$ cat src/rtl/audio_stream_out.sv
// Multichannel PCM to 1-bit audio output stage.
// Frames enter a small FIFO through a valid/ready handshake. One frame is popped
// per sample period, and each channel drives a first-order delta-sigma modulator.
module audio_stream_out #(
  parameter int AUDIO_BITS = 12,
  parameter int CHANNELS   = 2,
  parameter int FIFO_DEPTH = 4,
  parameter int SAMPLE_DIV = 4096
) (
  input  logic                             clk,
  input  logic                             aclr,
  input  logic                             enable,
  input  logic                             hold_mode,
  input  logic                             in_valid,
  input  logic [CHANNELS*AUDIO_BITS-1:0]   in_frame,
  output logic                             in_ready,
  output logic [CHANNELS-1:0]              dac_out,
  output logic [$clog2(FIFO_DEPTH+1)-1:0]  fifo_level,
  output logic                             sample_tick,
  output logic                             underrun,
  output logic [15:0]                      underrun_count
);

  localparam int FRAME_W = CHANNELS * AUDIO_BITS;
  localparam int PTR_W   = $clog2(FIFO_DEPTH);
  localparam int LVL_W   = $clog2(FIFO_DEPTH + 1);
  localparam int CNT_W   = (SAMPLE_DIV > 1) ? $clog2(SAMPLE_DIV) : 1;

  localparam logic [LVL_W-1:0] LVL_FULL = LVL_W'(FIFO_DEPTH);
  localparam logic [CNT_W-1:0] CNT_LAST = CNT_W'(SAMPLE_DIV - 1);

  // Saturating increment for the underrun counter.
  function automatic logic [15:0] sat_inc16(input logic [15:0] v);
    return (v == 16'hFFFF) ? v : v + 16'd1;
  endfunction

  logic [FRAME_W-1:0]    fifo_mem [FIFO_DEPTH];
  logic [PTR_W-1:0]      wr_ptr;
  logic [PTR_W-1:0]      rd_ptr;
  logic [CNT_W-1:0]      div_cnt;
  logic [FRAME_W-1:0]    head_frame;
  logic                  full;
  logic                  empty;
  logic                  push;
  logic                  pop;

  logic [AUDIO_BITS-1:0] pcm_p0 [CHANNELS];
  logic [AUDIO_BITS-1:0] acc_p1 [CHANNELS];
  logic [AUDIO_BITS:0]   sum_p1 [CHANNELS];

  // Full and empty come from the registered level. A pop in the same cycle
  // therefore never makes room for a push into a full FIFO, and a push into an
  // empty FIFO is never popped in the same cycle.
  assign full        = (fifo_level == LVL_FULL);
  assign empty       = (fifo_level == '0);
  assign in_ready    = !full && !aclr;
  assign push        = in_valid && in_ready;
  assign sample_tick = !aclr && enable && (div_cnt == CNT_LAST);
  assign underrun    = sample_tick && empty;
  assign pop         = sample_tick && !empty;
  assign head_frame  = fifo_mem[rd_ptr];

  // Sample-period divider: free-runs while enabled and freezes while paused.
  always_ff @(posedge clk) begin
    if (aclr) begin
      div_cnt <= '0;
    end else if (enable) begin
      div_cnt <= sample_tick ? '0 : div_cnt + 1'b1;
    end
  end

  // FIFO control: pointers wrap naturally because the depth is a power of two.
  always_ff @(posedge clk) begin
    if (aclr) begin
      wr_ptr     <= '0;
      rd_ptr     <= '0;
      fifo_level <= '0;
    end else begin
      if (push) wr_ptr <= wr_ptr + 1'b1;
      if (pop)  rd_ptr <= rd_ptr + 1'b1;
      case ({push, pop})
        2'b10:   fifo_level <= fifo_level + 1'b1;
        2'b01:   fifo_level <= fifo_level - 1'b1;
        default: fifo_level <= fifo_level;
      endcase
    end
  end

  // FIFO storage: write-only on push. Stale contents are never read, so there is no reset.
  always_ff @(posedge clk) begin
    if (push) fifo_mem[wr_ptr] <= in_frame;
  end

  // Underrun counter: saturates instead of wrapping.
  always_ff @(posedge clk) begin
    if (aclr) begin
      underrun_count <= '0;
    end else if (underrun) begin
      underrun_count <= sat_inc16(underrun_count);
    end
  end

  // ---- stage p0: per-channel PCM registers loaded on a tick ----
  // Channel 0 sits in the frame MSBs. On underrun the policy picks zero or hold.
  always_ff @(posedge clk) begin
    if (aclr) begin
      for (int c = 0; c < CHANNELS; c++) pcm_p0[c] <= '0;
    end else if (pop) begin
      for (int c = 0; c < CHANNELS; c++)
        pcm_p0[c] <= head_frame[(CHANNELS-1-c)*AUDIO_BITS +: AUDIO_BITS];
    end else if (underrun && !hold_mode) begin
      for (int c = 0; c < CHANNELS; c++) pcm_p0[c] <= '0;
    end
  end

  // ---- stage p1: first-order delta-sigma, carry out is the 1-bit output ----
  // Unsigned accumulate with one extra bit. The carry is the output pulse.
  always_comb begin
    for (int c = 0; c < CHANNELS; c++)
      sum_p1[c] = {1'b0, acc_p1[c]} + {1'b0, pcm_p0[c]};
  end

  // Accumulator and output bit update every cycle, independent of enable.
  always_ff @(posedge clk) begin
    if (aclr) begin
      for (int c = 0; c < CHANNELS; c++) acc_p1[c] <= '0;
      dac_out <= '0;
    end else begin
      for (int c = 0; c < CHANNELS; c++) begin
        acc_p1[c]  <= sum_p1[c][AUDIO_BITS-1:0];
        dac_out[c] <= sum_p1[c][AUDIO_BITS];
      end
    end
  end

endmodule
$ cat config.mk
export PLATFORM = sky130hd
export DESIGN_NAME = audio_stream_out
export DESIGN_NICKNAME = d
export VERILOG_FILES = /design/src/rtl/audio_stream_out.sv
export SDC_FILE = /design/constraint.sdc
export NUM_CORES = 1
export LEC_CHECK = 0
export CELL_PAD_IN_SITES_DETAIL_PLACEMENT = 1
export CELL_PAD_IN_SITES_GLOBAL_PLACEMENT = 2
export CORE_MARGIN = 2
export CORE_UTILIZATION = 45
export DETAILED_ROUTE_END_ITERATION = 6
export MAX_ROUTING_LAYER = met4
export PLACE_DENSITY = 0.88
export SLEW_MARGIN = 10
export SYNTH_ARGS = -nofsm -noshare
export SYNTH_HDL_FRONTEND = slang
export SYNTH_SLANG_ARGS = --single-unit
$ cat constraint.sdc
create_clock -name clk -period 7.2 [get_ports clk]
set_clock_uncertainty 0.1 [all_clocks]
set_input_delay 1.44 -clock clk [delete_from_list [all_inputs] [get_ports clk]]
set_output_delay 1.44 -clock clk [all_outputs]
set_load 0.05 [all_outputs]
==> flow_metrics.env, run 1 <==
export IMPL_internal_power_uw=1840
export IMPL_antenna_cells=0
export IMPL_synth_compound_area_share_pct=6.25
export IMPL_core_area_sq_um=17200
export IMPL_ir_drop_v=0.000208
export IMPL_syn_area_per_cell_sq_um=13.5
export IMPL_yosys_area_top_type_share_pct=45.6
export IMPL_clock_latency_ns=0.44
export IMPL_synth_distinct_cells=52
export IMPL_end_kind="primary output"
export IMPL_slew_viol_final=0
export IMPL_syn_cell_area_sq_um=7910
export IMPL_syn_to_final_growth_pct=16.4
export IMPL_wl_um=16300
export IMPL_ys_warn_count=0
export IMPL_synth_top_flop_cell="edfxtp_1"
export IMPL_die_w_um=137
export IMPL_final_area_sq_um=9200
export IMPL_fin_cells=882
export IMPL_initial_utilization_pct=45.9
export IMPL_hpwlAfterDp_um=10800
export IMPL_ctsRootBufferMaster="clkbuf_16"
export IMPL_switching_power_uw=699
export IMPL_synth_simple_gate_area_share_pct=13.7
export IMPL_rsz0062_at_grt="false"
export IMPL_leakage_uw=0.00314
export IMPL_die_h_um=137
export IMPL_die_area_sq_um=18600
export IMPL_grt_max_degree=61
export IMPL_ys_seq_area_share_pct=61.5
export IMPL_cts_htree_levels=4
export IMPL_synth_common_cells="edfxtp_1 (120), dfxtp_1 (63), nor2_1 (59)"
export IMPL_status="completed"
export IMPL_gp_congestion=0.812
export IMPL_synth_edf_count=120
export IMPL_synthAdderAreaFrac_pct=5.67
export IMPL_critPathRequiredTime_ns=5.66
export IMPL_dr_pass1_iters=4
export IMPL_synthArstFlopShare_pct=0
export IMPL_timing_final_ws_setup_ns=1.92
export IMPL_setup_tns_ns=0
export IMPL_drt_wirelength_per_cell_um=18.5
export IMPL_grt_pass1_vias=5218
export IMPL_cts_tree="built"
export IMPL_drive_above_1_share_pct=11.3
export IMPL_start_kind="input port"
export IMPL_drtIter0Drc=269
export IMPL_arrival_ns=3.74
export IMPL_worst_slew_pin_transition_ns=0.748
export IMPL_vias=4844
export IMPL_p_per_area_nw_per_um2=276
export IMPL_rows=48
export IMPL_grtUsageTotal_pct=19.5
export IMPL_placed_cells=850
export IMPL_drc=0
export IMPL_swShare_pct=27.6
export IMPL_cts_buffers=17
export IMPL_yosysMostFrequentCell="edfxtp_1"
export IMPL_vias_per_cell=5.49
export IMPL_placed_area_sq_um=8660
export IMPL_grt_first_pass_wirelength_um=26700
export IMPL_critPathKind="in -> out"
export IMPL_num_io_pins=53
export IMPL_p_clk_share_pct=34.3
export IMPL_clkTransAtPathRegs_ns=0.07
export IMPL_slew_headroom_pct=49.8
export IMPL_port_buffers=52
export IMPL_drv_cap=0
export IMPL_yosys_area_top_type="edfxtp_1"
export IMPL_fin_crit_ns=5.28
export IMPL_synth_top_family_by_area="simple AND/OR/NAND/NOR gates"
export IMPL_hold_path_class="reg -> reg"
export IMPL_hold_ws_ns=0.411
export IMPL_post_cts_buffers=0
export IMPL_ant_nets=0
export IMPL_synthMuxAreaShare_pct=7.11
export IMPL_setup_viol=0
export IMPL_max_freq_ghz=0.189
export IMPL_path_max_fanout=9
export IMPL_final_hold_viol_count=0
export IMPL_p_seq_share_pct=48.0
export IMPL_fin_nets=707
export IMPL_worst_r2r_path_depth=12
export IMPL_hold_path_depth=2
export IMPL_post_place_ws_ns=1.92
export IMPL_synthCells=585
export IMPL_power_frac_comb_pct=17.7
export IMPL_cts_sinks=183
export IMPL_antenna_found_initial=0
export IMPL_globalRouteOverflowTotal=0
export IMPL_min_period_over_period_pct=73.3
export IMPL_cts_buffer_depth=2
export IMPL_yosys_top_cells_area="edfxtp_1 (46%), dfxtp_1 (16%), mux4_2 (6.8%)"
export IMPL_ys_ff_latch=183
export IMPL_synth_nets=648
export IMPL_cts_hold_buffers=0
export IMPL_synth_xor_xnor_area_share_pct=3.77
export IMPL_post_cts_resized=0
[power by group through the flow]
stage / Combinational, uW / Clock (uW) / Sequential (uW)
3_3_place_gp: 426 / 0 / 1240
4_1_cts: 453 / 889 / 1220
2_1_floorplan: 325 / 0 / 1250
5_1_grt: 511 / 930 / 1230
6_report: 449 / 870 / 1220
3_5_place_dp: 448 / 0 / 1240
[critical path, stage by stage]
cell and delay, ns:
clkdlybuf4s50_1 0.61, and4_1 0.30, nand4_2 0.26, nor3_1 0.28, clkdlybuf4s50_1 0.84
[stage by stage]
stage | power (uW) | utilization (%)
2_1_floorplan | 1570 | -
3_3_place_gp | 1660 | 50.2
3_5_place_dp | 1690 | 50.2
4_1_cts | 2560 | 53.4
5_1_grt | 2670 | 53.4
6_report | 2540 | 53.4
[final cells by class]
type	count	area, sq um
tap	225	282
clock buffer	20	437
sequential	183	4860
fill	1684	8040
multi-input combinational	369	2890
timing repair buffer	60	576
clock inverter	12	106
inverter	13	48.8
[state kept, by name, summed over array words and instances (netlist names), named ones only]
name	count
dac_out	2
fifo_mem	96
underrun_count	16
wr_ptr	2
fifo_level	3
pcm_p0	24
acc_p1	24
div_cnt	12
rd_ptr	2
[placed cells by master, fill, tap and decap left out, types with 18 or more instances in the layout]
| master | netlist | routed |
|---|---|---|
| a21oi_1 | 27 | 27 |
| clkdlybuf4s50_1 | 0 | 51 |
| dfxtp_1 | 63 | 63 |
| edfxtp_1 | 120 | 120 |
| ha_1 | 31 | 31 |
| mux4_2 | 24 | 24 |
| nand2_1 | 21 | 21 |
| nor2_1 | 59 | 59 |
| nor2b_1 | 32 | 32 |
| xnor2_1 | 18 | 18 |
[routing by layer]
layer / vias to the layer above / wire length (um) / global-route usage, %
met5: - / 0 / -
met4: 0 / 215 / 6.48
met3: 19 / 419 / 3.70
met2: 62 / 8460 / 33.7
met1: 2454 / 7260 / 23.0
li1: 2309 / - / -
[worst paths after layout]
check	start	endpoint	slack [ns]
worst max-delay path	enable	underrun	1.92
worst max register to register	div_cnt[0]$_SDFFE_PP0P_	fifo_level[2]$_SDFFE_PP0P_	3.83
worst min-delay path	underrun_count[15]$_SDFFE_PP0P_	underrun_count[15]$_SDFFE_PP0P_	0.41
worst min register to register	underrun_count[15]$_SDFFE_PP0P_	underrun_count[15]$_SDFFE_PP0P_	0.41
[kinds of logic (layout without fill, tap and decap cells)]
group                      count (synthesis)  in the layout
and+or+nand+nor                          197            197
DFF                                      183            183
AOI/OAI and AO/OA                         78             78
adders and majority gates                 34             34
xor gates and xnor gates                  34             34
buffers and inverters                     33            105
muxes                                     26             26
Power figures use the tool's default switching activity.
==> run 2, diff against run 1 <==
--- a/config.mk
+++ b/config.mk
@@ -8,10 +8,10 @@
 export CELL_PAD_IN_SITES_DETAIL_PLACEMENT = 1
 export CELL_PAD_IN_SITES_GLOBAL_PLACEMENT = 2
 export CORE_MARGIN = 2
-export CORE_UTILIZATION = 45
+export CORE_UTILIZATION = 42
 export DETAILED_ROUTE_END_ITERATION = 6
 export MAX_ROUTING_LAYER = met4
-export PLACE_DENSITY = 0.88
+export PLACE_DENSITY = 0.83
 export SLEW_MARGIN = 10
 export SYNTH_ARGS = -nofsm -noshare
 export SYNTH_HDL_FRONTEND = slang
==> constraint.sdc (replaced) <==
create_clock -name clk -period 5 [get_ports clk]
set_clock_uncertainty 0.1 [all_clocks]
set_input_delay 1 -clock clk [delete_from_list [all_inputs] [get_ports clk]]
set_output_delay 1 -clock clk [all_outputs]
set_load 0.05 [all_outputs]
==> run 2 against run 1 <==
Net effect: worst hold slack gained 0.0057 ns; die area grew 6.9%; clock power grew 48%; core utilization shrank 3.7 points; combinational power grew 46%; non-clock buffer count is the same; register-to-register slack lost 1.9 ns; cell area grew 0.35%; flip-flop and latch count is the same; via count grew 0.54%; largest power group unchanged.
==> flow_metrics.env, run 2 (synthesis results as in run 1) <==
export IMPL_switching_power_uw=1050
export IMPL_drv_cap=0
export IMPL_globalRouteOverflowTotal=0
export IMPL_rsz0062_at_grt="false"
export IMPL_vias=4870
export IMPL_dr_pass1_iters=4
export IMPL_clock_latency_ns=0.43
export IMPL_cp_slowest_cell="clkdlybuf4s50_1"
export IMPL_setup_tns_ns=0
export IMPL_antenna_cells=0
export IMPL_clkTransAtPathRegs_ns=0.07
export IMPL_drc=0
export IMPL_path_max_fanout=9
export IMPL_grtUsageTotal_pct=18.6
export IMPL_crit_top_cell="clkdlybuf4s50_1"
export IMPL_setup_viol=0
export IMPL_slew_viol_final=0
export IMPL_vias_per_cell=5.47
export IMPL_timing_final_ws_setup_ns=0.620
export IMPL_hold_path_class="reg -> reg"
export IMPL_regMostFlops="fifo_mem"
export IMPL_drt_wirelength_per_cell_um=18.8
export IMPL_fin_cells=890
export IMPL_cts_buffers=17
export IMPL_wl_um=16800
export IMPL_max_stage_delay_ns=0.83
export IMPL_p_clk_share_pct=34.8
export IMPL_grt_pass1_vias=5329
export IMPL_start_kind="input port"
export IMPL_die_h_um=141
export IMPL_seqCellArea_sq_um=4860
export IMPL_max_freq_ghz=0.228
export IMPL_core_area_sq_um=18600
export IMPL_antenna_found_initial=0
export IMPL_cts_sinks=183
export IMPL_worst_path_buf_inv=2
export IMPL_hold_start="div_cnt[1]$_SDFFE_PP0P_"
export IMPL_die_w_um=141
export IMPL_status="completed"
export IMPL_placed_cells=859
export IMPL_cts_hold_buffers=0
export IMPL_critPathKind="in -> out"
export IMPL_end_kind="primary output"
export IMPL_leakage_uw=0.00316
export IMPL_internal_power_uw=2650
export IMPL_hpwlAfterDp_um=10900
export IMPL_multi_input_area_sq_um=2890
export IMPL_crit_chain="clkdlybuf4s50_1 > and4_1 > nand4_2 > nor3_1 > clkdlybuf4s50_1"
export IMPL_cpLargestDelayFamily="buffers and inverters"
export IMPL_grt_first_pass_wirelength_um=27700
export IMPL_num_io_pins=53
export IMPL_die_area_sq_um=19900
export IMPL_post_cts_buffers=0
export IMPL_drive_above_1_share_pct=11.6
export IMPL_swShare_pct=28.4
export IMPL_cts_buffer_depth=2
export IMPL_final_common_cell="edfxtp_1"
export IMPL_power_frac_comb_pct=17.7
export IMPL_drtIter0Drc=208
export IMPL_initial_utilization_pct=42.5
export IMPL_worst_slew_pin_transition_ns=0.692
export IMPL_largest_register_ffs=96
export IMPL_ant_nets=0
export IMPL_cts_htree_levels=4
export IMPL_min_period_over_period_pct=87.6
export IMPL_grt_max_degree=40
export IMPL_post_place_ws_ns=0.647
export IMPL_ff2ff_setup_slack_ns=1.89
export IMPL_fin_nets=707
export IMPL_layout_common_cells="edfxtp_1 (120), dfxtp_1 (63), nor2_1 (59), clkdlybuf4s50_1 (51), nor2b_1 (32)"
export IMPL_final_hold_viol_count=0
export IMPL_arrival_ns=3.28
export IMPL_fin_util_pct=49.7
export IMPL_p_seq_share_pct=47.5
export IMPL_syn_to_final_growth_pct=16.8
export IMPL_post_cts_resized=0
export IMPL_port_buffers=52
export IMPL_rows=50
export IMPL_top_regs="fifo_mem (96), acc_p1 (24), pcm_p0 (24)"
export IMPL_cts_tree="built"
export IMPL_slew_headroom_pct=53.5
export IMPL_gp_congestion=0.801
export IMPL_critPathRequiredTime_ns=3.90
export IMPL_critPathLaunch="enable"
export IMPL_p_per_area_nw_per_um2=401
export IMPL_fin_crit_ns=4.38
export IMPL_reg2reg_from="div_cnt[0]$_SDFFE_PP0P_"
export IMPL_ctsRootBufferMaster="clkbuf_16"
export IMPL_fillers=1851
export IMPL_ir_drop_v=0.000241
## run 2: changes by cell type in the layout (fill, tap and decap cells not counted), sizes merged
cell,change
clkbuf,-3
clkinv,+4
clkinvlp,-1
inv,-1
## run 2: layout make-up
class,count,share of cell area [%]
Clock inverter,14,1.50
Inverter,13,0.528
Tap cell,234,3.17
Multi-Input combinational cell,369,31.3
Sequential cell,183,52.7
Timing Repair Buffer,60,6.23
Clock buffer,17,4.61
## run 2: routing by layer
layer / vias to the layer above / wire length, um / GRT usage [%] / share of wire [%]
li1: 2320 / - / - / -
met1: 2464 / 7240 / 21.4 / 43
met2: 67 / 8820 / 32.7 / 53
met3: 19 / 457 / 4.11 / 2.7
met4: 0 / 267 / 5.11 / 1.6
met5: - / 0 / - / 0
## run 2: final timing paths
check / endpoint / depth (start not counted)
worst min register to register: div_cnt[1]$_SDFFE_PP0P_ / 2
worst max-delay path: underrun / 5
worst min-delay path: div_cnt[1]$_SDFFE_PP0P_ / 2
worst max register to register: fifo_level[2]$_SDFFE_PP0P_ / 11
## run 2: worst reg2reg max path: stages, from the launching register on
cell	delay, ns
dfxtp_1	0.40
ha_1	0.22
and4_1	0.28
nand4_2	0.27
or3_1	0.46
inv_1	0.07
ha_1	0.17
inv_1	0.06
fa_1	0.38
xor2_1	0.18
or3_1	0.30
a21oi_1	0.15
## run 2: stage by stage
| stage | total power (uW) | hold WS (ns) | cell area [sq um] |
|---|---|---|---|
| CTS | 3740 | 0.424 | 9230 |
| floorplan | 2260 | 0.375 | 7910 |
| finish | 3700 | 0.417 | 9230 |
| global route | 3890 | 0.448 | 9230 |
| detailed placement | 2440 | 0.414 | 8670 |
| global placement | 2400 | 0.390 | 8670 |
## run 2: power groups by stage
stage	logic (uW)	registers, uW	clock network, uW
finish	656	1760	1290
global route	745	1770	1380
CTS	659	1760	1320
detailed placement	650	1790	0
global placement	616	1780	0
floorplan	468	1800	0
